--- src/rtl/vga_sync_gen.sv ---
// VGA timing generator: registered pixel/line counters, sync/active-video decode and line/frame pulses.
// Optional macro VGA_SYNC_DELAY_EN adds one extra register stage on hsync, vsync and de only.
module vga_sync_gen #(
  parameter int unsigned SCREEN_WIDTH  = 800,
  parameter int unsigned SCREEN_HEIGHT = 600,
  parameter int unsigned H_FP          = 56,
  parameter int unsigned H_SYNC        = 120,
  parameter int unsigned H_BP          = 64,
  parameter int unsigned V_FP          = 37,
  parameter int unsigned V_SYNC        = 6,
  parameter int unsigned V_BP          = 23,
  parameter bit          SYNC_POL      = 1'b1
) (
  input  logic        clk,
  input  logic        rstn,
  input  logic        pix_en,
  output logic [10:0] hst,
  output logic [9:0]  vst,
  output logic        hsync,
  output logic        vsync,
  output logic        de,
  output logic        line_start,
  output logic        frame_start
);

  localparam int unsigned H_TOTAL = SCREEN_WIDTH + H_FP + H_SYNC + H_BP;
  localparam int unsigned V_TOTAL = SCREEN_HEIGHT + V_FP + V_SYNC + V_BP;

  if (H_TOTAL > 2048) begin : g_h_total_chk
    $error("vga_sync_gen: H_TOTAL exceeds 2048");
  end
  if (V_TOTAL > 1024) begin : g_v_total_chk
    $error("vga_sync_gen: V_TOTAL exceeds 1024");
  end

  // One bit wider than the counters so a window ending exactly at the total cannot wrap to 0.
  localparam logic [11:0] H_LAST   = 12'(H_TOTAL - 1);
  localparam logic [11:0] H_VIS    = 12'(SCREEN_WIDTH);
  localparam logic [11:0] HS_START = 12'(SCREEN_WIDTH + H_FP);
  localparam logic [11:0] HS_END   = 12'(SCREEN_WIDTH + H_FP + H_SYNC);
  localparam logic [10:0] V_LAST   = 11'(V_TOTAL - 1);
  localparam logic [10:0] V_VIS    = 11'(SCREEN_HEIGHT);
  localparam logic [10:0] VS_START = 11'(SCREEN_HEIGHT + V_FP);
  localparam logic [10:0] VS_END   = 11'(SCREEN_HEIGHT + V_FP + V_SYNC);

  logic [10:0] hst_q, hst_d;
  logic [9:0]  vst_q, vst_d;
  logic        h_wrap, v_wrap;
  logic        line_start_q, frame_start_q;
  logic        hsync_q, vsync_q, de_q;
  logic        hs_d, vs_d, de_d;
  logic [11:0] hx_d;
  logic [10:0] vx_d;

  always_comb begin
    hst_d  = hst_q;
    vst_d  = vst_q;
    h_wrap = 1'b0;
    v_wrap = 1'b0;
    if (pix_en) begin
      if ({1'b0, hst_q} >= H_LAST) begin
        hst_d  = '0;
        h_wrap = 1'b1;
        if ({1'b0, vst_q} >= V_LAST) begin
          vst_d  = '0;
          v_wrap = 1'b1;
        end else begin
          vst_d = vst_q + 10'd1;
        end
      end else begin
        hst_d = hst_q + 11'd1;
      end
    end
  end

  // Decode from the next counter values so the registered flags line up with the registered counters.
  always_comb begin
    hx_d = {1'b0, hst_d};
    vx_d = {1'b0, vst_d};
    hs_d = ((hx_d >= HS_START) && (hx_d < HS_END)) ? SYNC_POL : ~SYNC_POL;
    vs_d = ((vx_d >= VS_START) && (vx_d < VS_END)) ? SYNC_POL : ~SYNC_POL;
    de_d = (hx_d < H_VIS) && (vx_d < V_VIS);
  end

  always_ff @(posedge clk) begin
    if (!rstn) begin
      hst_q         <= '0;
      vst_q         <= '0;
      line_start_q  <= 1'b0;
      frame_start_q <= 1'b0;
    end else begin
      hst_q         <= hst_d;
      vst_q         <= vst_d;
      line_start_q  <= h_wrap;
      frame_start_q <= v_wrap;
    end
  end

`ifdef VGA_SYNC_DELAY_EN
  logic hsync_p_q, vsync_p_q, de_p_q;

  always_ff @(posedge clk) begin
    if (!rstn) begin
      hsync_p_q <= ~SYNC_POL;
      vsync_p_q <= ~SYNC_POL;
      de_p_q    <= 1'b0;
      hsync_q   <= ~SYNC_POL;
      vsync_q   <= ~SYNC_POL;
      de_q      <= 1'b0;
    end else begin
      hsync_p_q <= hs_d;
      vsync_p_q <= vs_d;
      de_p_q    <= de_d;
      hsync_q   <= hsync_p_q;
      vsync_q   <= vsync_p_q;
      de_q      <= de_p_q;
    end
  end
`else
  always_ff @(posedge clk) begin
    if (!rstn) begin
      hsync_q <= ~SYNC_POL;
      vsync_q <= ~SYNC_POL;
      de_q    <= 1'b0;
    end else begin
      hsync_q <= hs_d;
      vsync_q <= vs_d;
      de_q    <= de_d;
    end
  end
`endif

  assign hst         = hst_q;
  assign vst         = vst_q;
  assign hsync       = hsync_q;
  assign vsync       = vsync_q;
  assign de          = de_q;
  assign line_start  = line_start_q;
  assign frame_start = frame_start_q;

endmodule
--- config.mk ---
export PLATFORM = sky130hd
export DESIGN_NAME = vga_sync_gen
export DESIGN_NICKNAME = d
export VERILOG_FILES = /design/src/rtl/vga_sync_gen.sv
export SDC_FILE = /design/constraint.sdc
export NUM_CORES = 1
export LEC_CHECK = 0
export ABC_AREA = 1
export CORE_ASPECT_RATIO = 0.75
export CORE_MARGIN = 2
export CORE_UTILIZATION = 52
export DETAILED_ROUTE_END_ITERATION = 16
export GPL_ROUTABILITY_DRIVEN = 1
export PLACE_DENSITY_LB_ADDON = 0.12
export SYNTH_ARGS = -nofsm -noshare
export SYNTH_HDL_FRONTEND = slang
export SYNTH_SLANG_ARGS = --single-unit
--- constraint.sdc ---
create_clock -name clk -period 2.1 [get_ports clk]
set_input_delay 0.21 -clock clk [delete_from_list [all_inputs] [get_ports clk]]
set_output_delay 0.21 -clock clk [all_outputs]
set_load 0.05 [all_outputs]
# Word-level counts from Yosys, hierarchy flattened
# Cells that the tools add are included.
[totals]
reg_bits = 26
in_bits = 3
output_inout_bits = 26
wordCells = 31
[classes]
addsub = 2
order_cmp = 8
n_mux = 9
reduce_logical = 5
[op_table]
columns = ["operator", "n"]
rows = [
  ["2-to-1 mux 10 bit", 3],
  ["less-than comparator 11 x 10 -> 1 bit, second input constant", 2],
  ["2-to-1 mux 11 bit", 2],
  ["greater-or-equal comparator 10 bit, second input constant", 2],
  ["less-than comparator 10 bit, second input constant", 2],
  ["adder 11 x 1 -> 11 bit, second input constant", 1],
  ["greater-or-equal comparator 11 x 10 -> 1 bit, second input constant", 1],
  ["greater-or-equal comparator 11 bit, second input constant", 1],
  ["adder 10 x 1 -> 10 bit, second input constant", 1],
  ["2-to-1 mux 1 bit", 4],
  ["logical AND 1 bit", 3],
  ["AND reduction 3 bit", 1],
  ["AND reduction 2 bit", 1],
]

# Depth between registers and ports, before layout
[logic_depth]
depth_word = 7
mapped_depth = 17
mapped_depth_nobuf = 17

# Worst setup path before layout
# Ideal clock, no wire load.
[synth_path]
kind = "reg2reg"
startpoint = "register hst_q[0] (netlist: hst[0])"
endpoint = "register hsync_q (netlist: hsync)"
setup_ns = 0.115
arrival_time_ns = 1.960
required_ns = 1.985
slack_ns = 0.025
path_stages_with_launch = 11
n_path_buf = 0
synth_period_minus_slack_ns = 2.075
cell_sequence = "dfxtp_1 ha_1 nand2_1 nor2_1 nand2_1 nor2_1 nand3_1 o21ai_0 a21oi_1 nand3_1 nor2_1"
[synth_between]
elab_chain_cells = 6
elab_cells_between_ends = 8
cone_classes = "add/sub (1); order compare (3); mux (3); reduce/logical (1)"
[synth_lines]
columns = ["element", "line", "source"]
rows = [
  ["from (decl)", "46", "logic [10:0] hst_q, hst_d;"],
  ["from (signal assigned)", "92", "hst_q <= hst_d;"],
  ["adder 11 x 1 -> 11 bit / greater-or-equal comparator 11 bit (equally long branches)", "71, 61", ""],
  ["2-to-1 mux 11 bit", "61", "if ({1'b0, hst_q} >= H_LAST) begin"],
  ["2-to-1 mux 11 bit *", "60", "if (pix_en) begin"],
  ["greater-or-equal comparator 11 x 10 -> 1 bit / less-than comparator 11 x 10 -> 1 bit (equally long branches)", "80", "hs_d = ((hx_d >= HS_START) && (hx_d < HS_END)) ? SYNC_POL : ~SYNC_POL;"],
  ["logical AND 1 bit *", "80", ""],
  ["2-to-1 mux 1 bit *", "80", ""],
  ["to (signal assigned)", "122", "hsync_q <= ~SYNC_POL;"],
  ["to (signal assigned)", "126", "hsync_q <= hs_d;"],
  ["to (decl)", "50", "logic hsync_q, vsync_q, de_q;"],
]
# Every way passes the cells marked *; elsewhere a longest branch is shown, timed or not.
# A chain may end at the register's enable or synchronous reset.

# Worst setup path after layout
[layout_path]
startpoint = "register hst_q[0] (netlist: hst[0])"
endpoint = "register vsync_q (netlist: vsync)"
[layout_between]
elab_chain_cells = 6
elab_cells_between_ends = 7
cone_classes = "order compare (3); mux (3); reduce/logical (1)"
[layout_lines]
columns = ["element", "line", "source"]
rows = [
  ["greater-or-equal comparator 11 bit *", "61", ""],
  ["2-to-1 mux 10 bit *", "61", ""],
  ["2-to-1 mux 10 bit *", "60", ""],
  ["greater-or-equal comparator 10 bit / less-than comparator 10 bit (equally long branches)", "81", "vs_d = ((vx_d >= VS_START) && (vx_d < VS_END)) ? SYNC_POL : ~SYNC_POL;"],
  ["logical AND 1 bit *", "81", ""],
  ["2-to-1 mux 1 bit *", "81", ""],
  ["to (signal assigned)", "123", "vsync_q <= ~SYNC_POL;"],
  ["to (signal assigned)", "127", "vsync_q <= vs_d;"],
  ["to (decl)", "50", ""],
]
# Marks and branches as above.

==> flow_metrics.tcl <==
set metrics [dict create \
    drv_slew 0 \
    fin_worst_skew_ns 0.00495 \
    port_buffers 28 \
    finalSetupTns_ns 0 \
    synth_seq_cells 26 \
    ios 29 \
    worstPathCellList "buf_4, nand3_1, nor2_1, nand3b_1, nand2_4, nand3_4, nand3_1, nand3_1, o21ai_1, nand2_1, nor2_2" \
    outcome "completed" \
    worstMarginPinSlew_ns 0.500 \
    cts_tree "built" \
    cp_max_fo 20 \
    final_cell_area_sq_um 2110 \
    postPlaceCellArea_sq_um 2030 \
    viasPerCell 5.05 \
    maxCapViolCount 0 \
    layout-drive-gt1-share_pct 11.2 \
    yosysWarningCount 0 \
    core-area_sq_um 2980 \
    r2r-start "hst[0]" \
    ant_nets 0 \
    netlist_top_cells_area "dfxtp_1, nand2_1, nor2_1, nand3_1, inv_1" \
    rows 17 \
    cts_max_path_buffers 2 \
    fmax_mhz 526 \
    clock-sinks 26 \
    min_period_ns 1.90 \
    ir_drop_uv 424 \
    critPathMaxStageDelay_ns 0.38 \
    hold_class "reg2reg" \
    cellLeakagePower_nw 1.00 \
    drtIter0Drc 123 \
    via_count 1721 \
    synth_seq_area_share_pct 31.6 \
    final_util_pct 70.8 \
    initial_utilization_pct 55.3 \
    min-delay-start "hst[0]" \
    place_inst 337 \
    clock_latency_ns 0.27 \
    hold_viol_final 0 \
    die_w_microns 69 \
    avgSynthCellArea_sq_um 6.22 \
    root_buffer "clkbuf_8" \
    drc 0 \
    criticalPathCategory "reg2reg" \
    grt_pass1_vias 1380 \
    finalSetupViolCount 0 \
    nets 311 \
    crit_start "hst[0]" \
    postRouteWirelength_microns 3900 \
    grt-ovfl-total 0 \
    critPathMostFrequentCell "nand3_1" \
    globalplace.congestion 0.849 \
    antenna-diode-count 0 \
    cp.arrival_ns 2.12 \
    dr.pass1.iters 4 \
    htreeDepth 1 \
    fin_cells 341 \
    syn_area_sq_um 1650 \
    slew_headroom_pct 66.5 \
    power_density_nw_per_um2 469 \
    end_kind "register" \
    numCtsBuffers 3 \
    period_share_pct 90.6 \
    cp_slowest_cell "dfxtp_1" \
    rsz0062_at_grt "no" \
    crit_buf_inv 1 \
    synth_top_area_share_pct 31.6 \
    grt_util_all_layers_pct 21.9 \
    synth_top_cell_by_area "dfxtp_1" \
    path_delay_family "simple AND/OR/NAND/NOR gates" \
    critPathLaunchType "register" \
    syn-num-nets 272 \
    hold-worst-slack_ns 0.507 \
    die_y_microns 52.8 \
    area_growth_pct 27.9 \
    fillerInstances 271 \
    grt_start_max_net_pins 21 \
    ys_types 29 \
    cp.required_ns 2.32 \
    path_clk_slew_ns 0.10 \
    dieArea_sq_um 3640 \
    grt_pass1_wl_microns 6300 \
    antenna_found_initial 0 \
    hpwl_microns 2990 \
    syn_inst 265 \
    detail_route.wl_per_cell_microns 11.4 \
]
cell type report:
type	instances	area (sq um)	share of cell area, %
Clock buffer	3	41.3	1.96
Clock inverter	1	30.0	1.42
Inverter	41	154	7.30
Multi-Input combinational cell	193	950	45.0
Sequential cell	26	523	24.8
Tap cell	38	47.5	2.26
Timing Repair Buffer	39	363	17.2
metrics by stage:
step,power (mW),worst slack [ns]
5_1_grt,1.02,0.0134
4_1_cts,0.998,0.0959
6_report,0.989,0.197
3_5_place_dp,0.581,0.106
2_1_floorplan,0.553,0.0245
3_3_place_gp,0.580,0.166
worst min-delay path, cell delays in order (launching register included):
cell and delay, ns:
dfxtp_1 0.34, nand2_1 0.07, a21oi_1 0.05
synthesized netlist by cell type:
library cell   n
a21oi_1        7
buf_2          1
buf_4          1
buf_6          1
clkbuf_1       2
clkinv_1       1
dfxtp_1       26
ha_1           4
inv_1         37
inv_2          3
nand2_1       73
nand2_2        2
nand2_4        1
nand3_1       28
nand3_2        3
nand3_4        1
nand3b_1       1
nand4_1        8
nor2_1        44
nor2_2         3
nor3_1         3
nor3_2         1
nor3b_4        1
o21ai_0        4
o21ai_1        2
o21bai_1       1
o31ai_1        1
or2_2          1
xor2_1         4
power breakdown:
group	switching, mW	internal, mW	leakage [nW]
sequential	0.00323	0.497	0.211
combinational	0.0436	0.0247	0.754
clock	0.165	0.255	0.0357
sequential cells by signal, summed over array words and instances, names as in the netlist:
| name | count |
|---|---|
| de | 1 |
| hsync | 1 |
| frame_start | 1 |
| line_start | 1 |
| hst | 11 |
| vst | 10 |
| vsync | 1 |
cells in the final DEF (no fill, tap or decap), types with 2 or more instances in the layout:
master,count
dfxtp_1,24
xor2_1,4
o21ai_0,3
nor2_2,3
ha_1,4
nand4_1,8
dfxtp_2,2
nor3_1,3
o21ai_1,3
nand3_2,3
nor2_1,44
buf_4,11
nand2_4,2
inv_1,37
nand2_1,72
nand3_1,28
nand2_2,2
clkbuf_8,3
inv_2,3
a21oi_1,7
clkdlybuf4s50_1,28
logic make-up (layout without fill, tap and decap cells):
logic type / count (synthesis) / count (layout) / synth area share (%)
xor+xnor: 4 / 4 / 2.13
fa+ha+maj: 4 / 4 / 3.04
compound gates: 15 / 15 / 4.86
buf+inv: 46 / 84 / 11.2
flops: 26 / 26 / 31.6
simple gates: 170 / 170 / 47.2
final timing paths:
check | to | slack (ns) | cells after the start
setup / recovery | vsync | 0.20 | 11
hold / removal | hst[0] | 0.51 | 2
setup reg to reg | vsync | 0.20 | 11
hold reg to reg | hst[0] | 0.51 | 2
metal layers:
layer,wire [microns],global-route usage (%),up-vias,share of wire (%)
met5,0,0,-,0
met4,20,3.92,0,0.51
met3,268,4.42,2,6.9
met2,1500,30.0,51,39
met1,2110,34.5,758,54
li1,-,-,910,-
repair_timing:
action | in CTS | in global routing
hold buffers | 0 | 0
resized for setup | 0 | 5
buffers inserted | 0 | 0
setup endpoints to repair | 0 | 3
No activity file was read; power rests on OpenSTA's default activity.
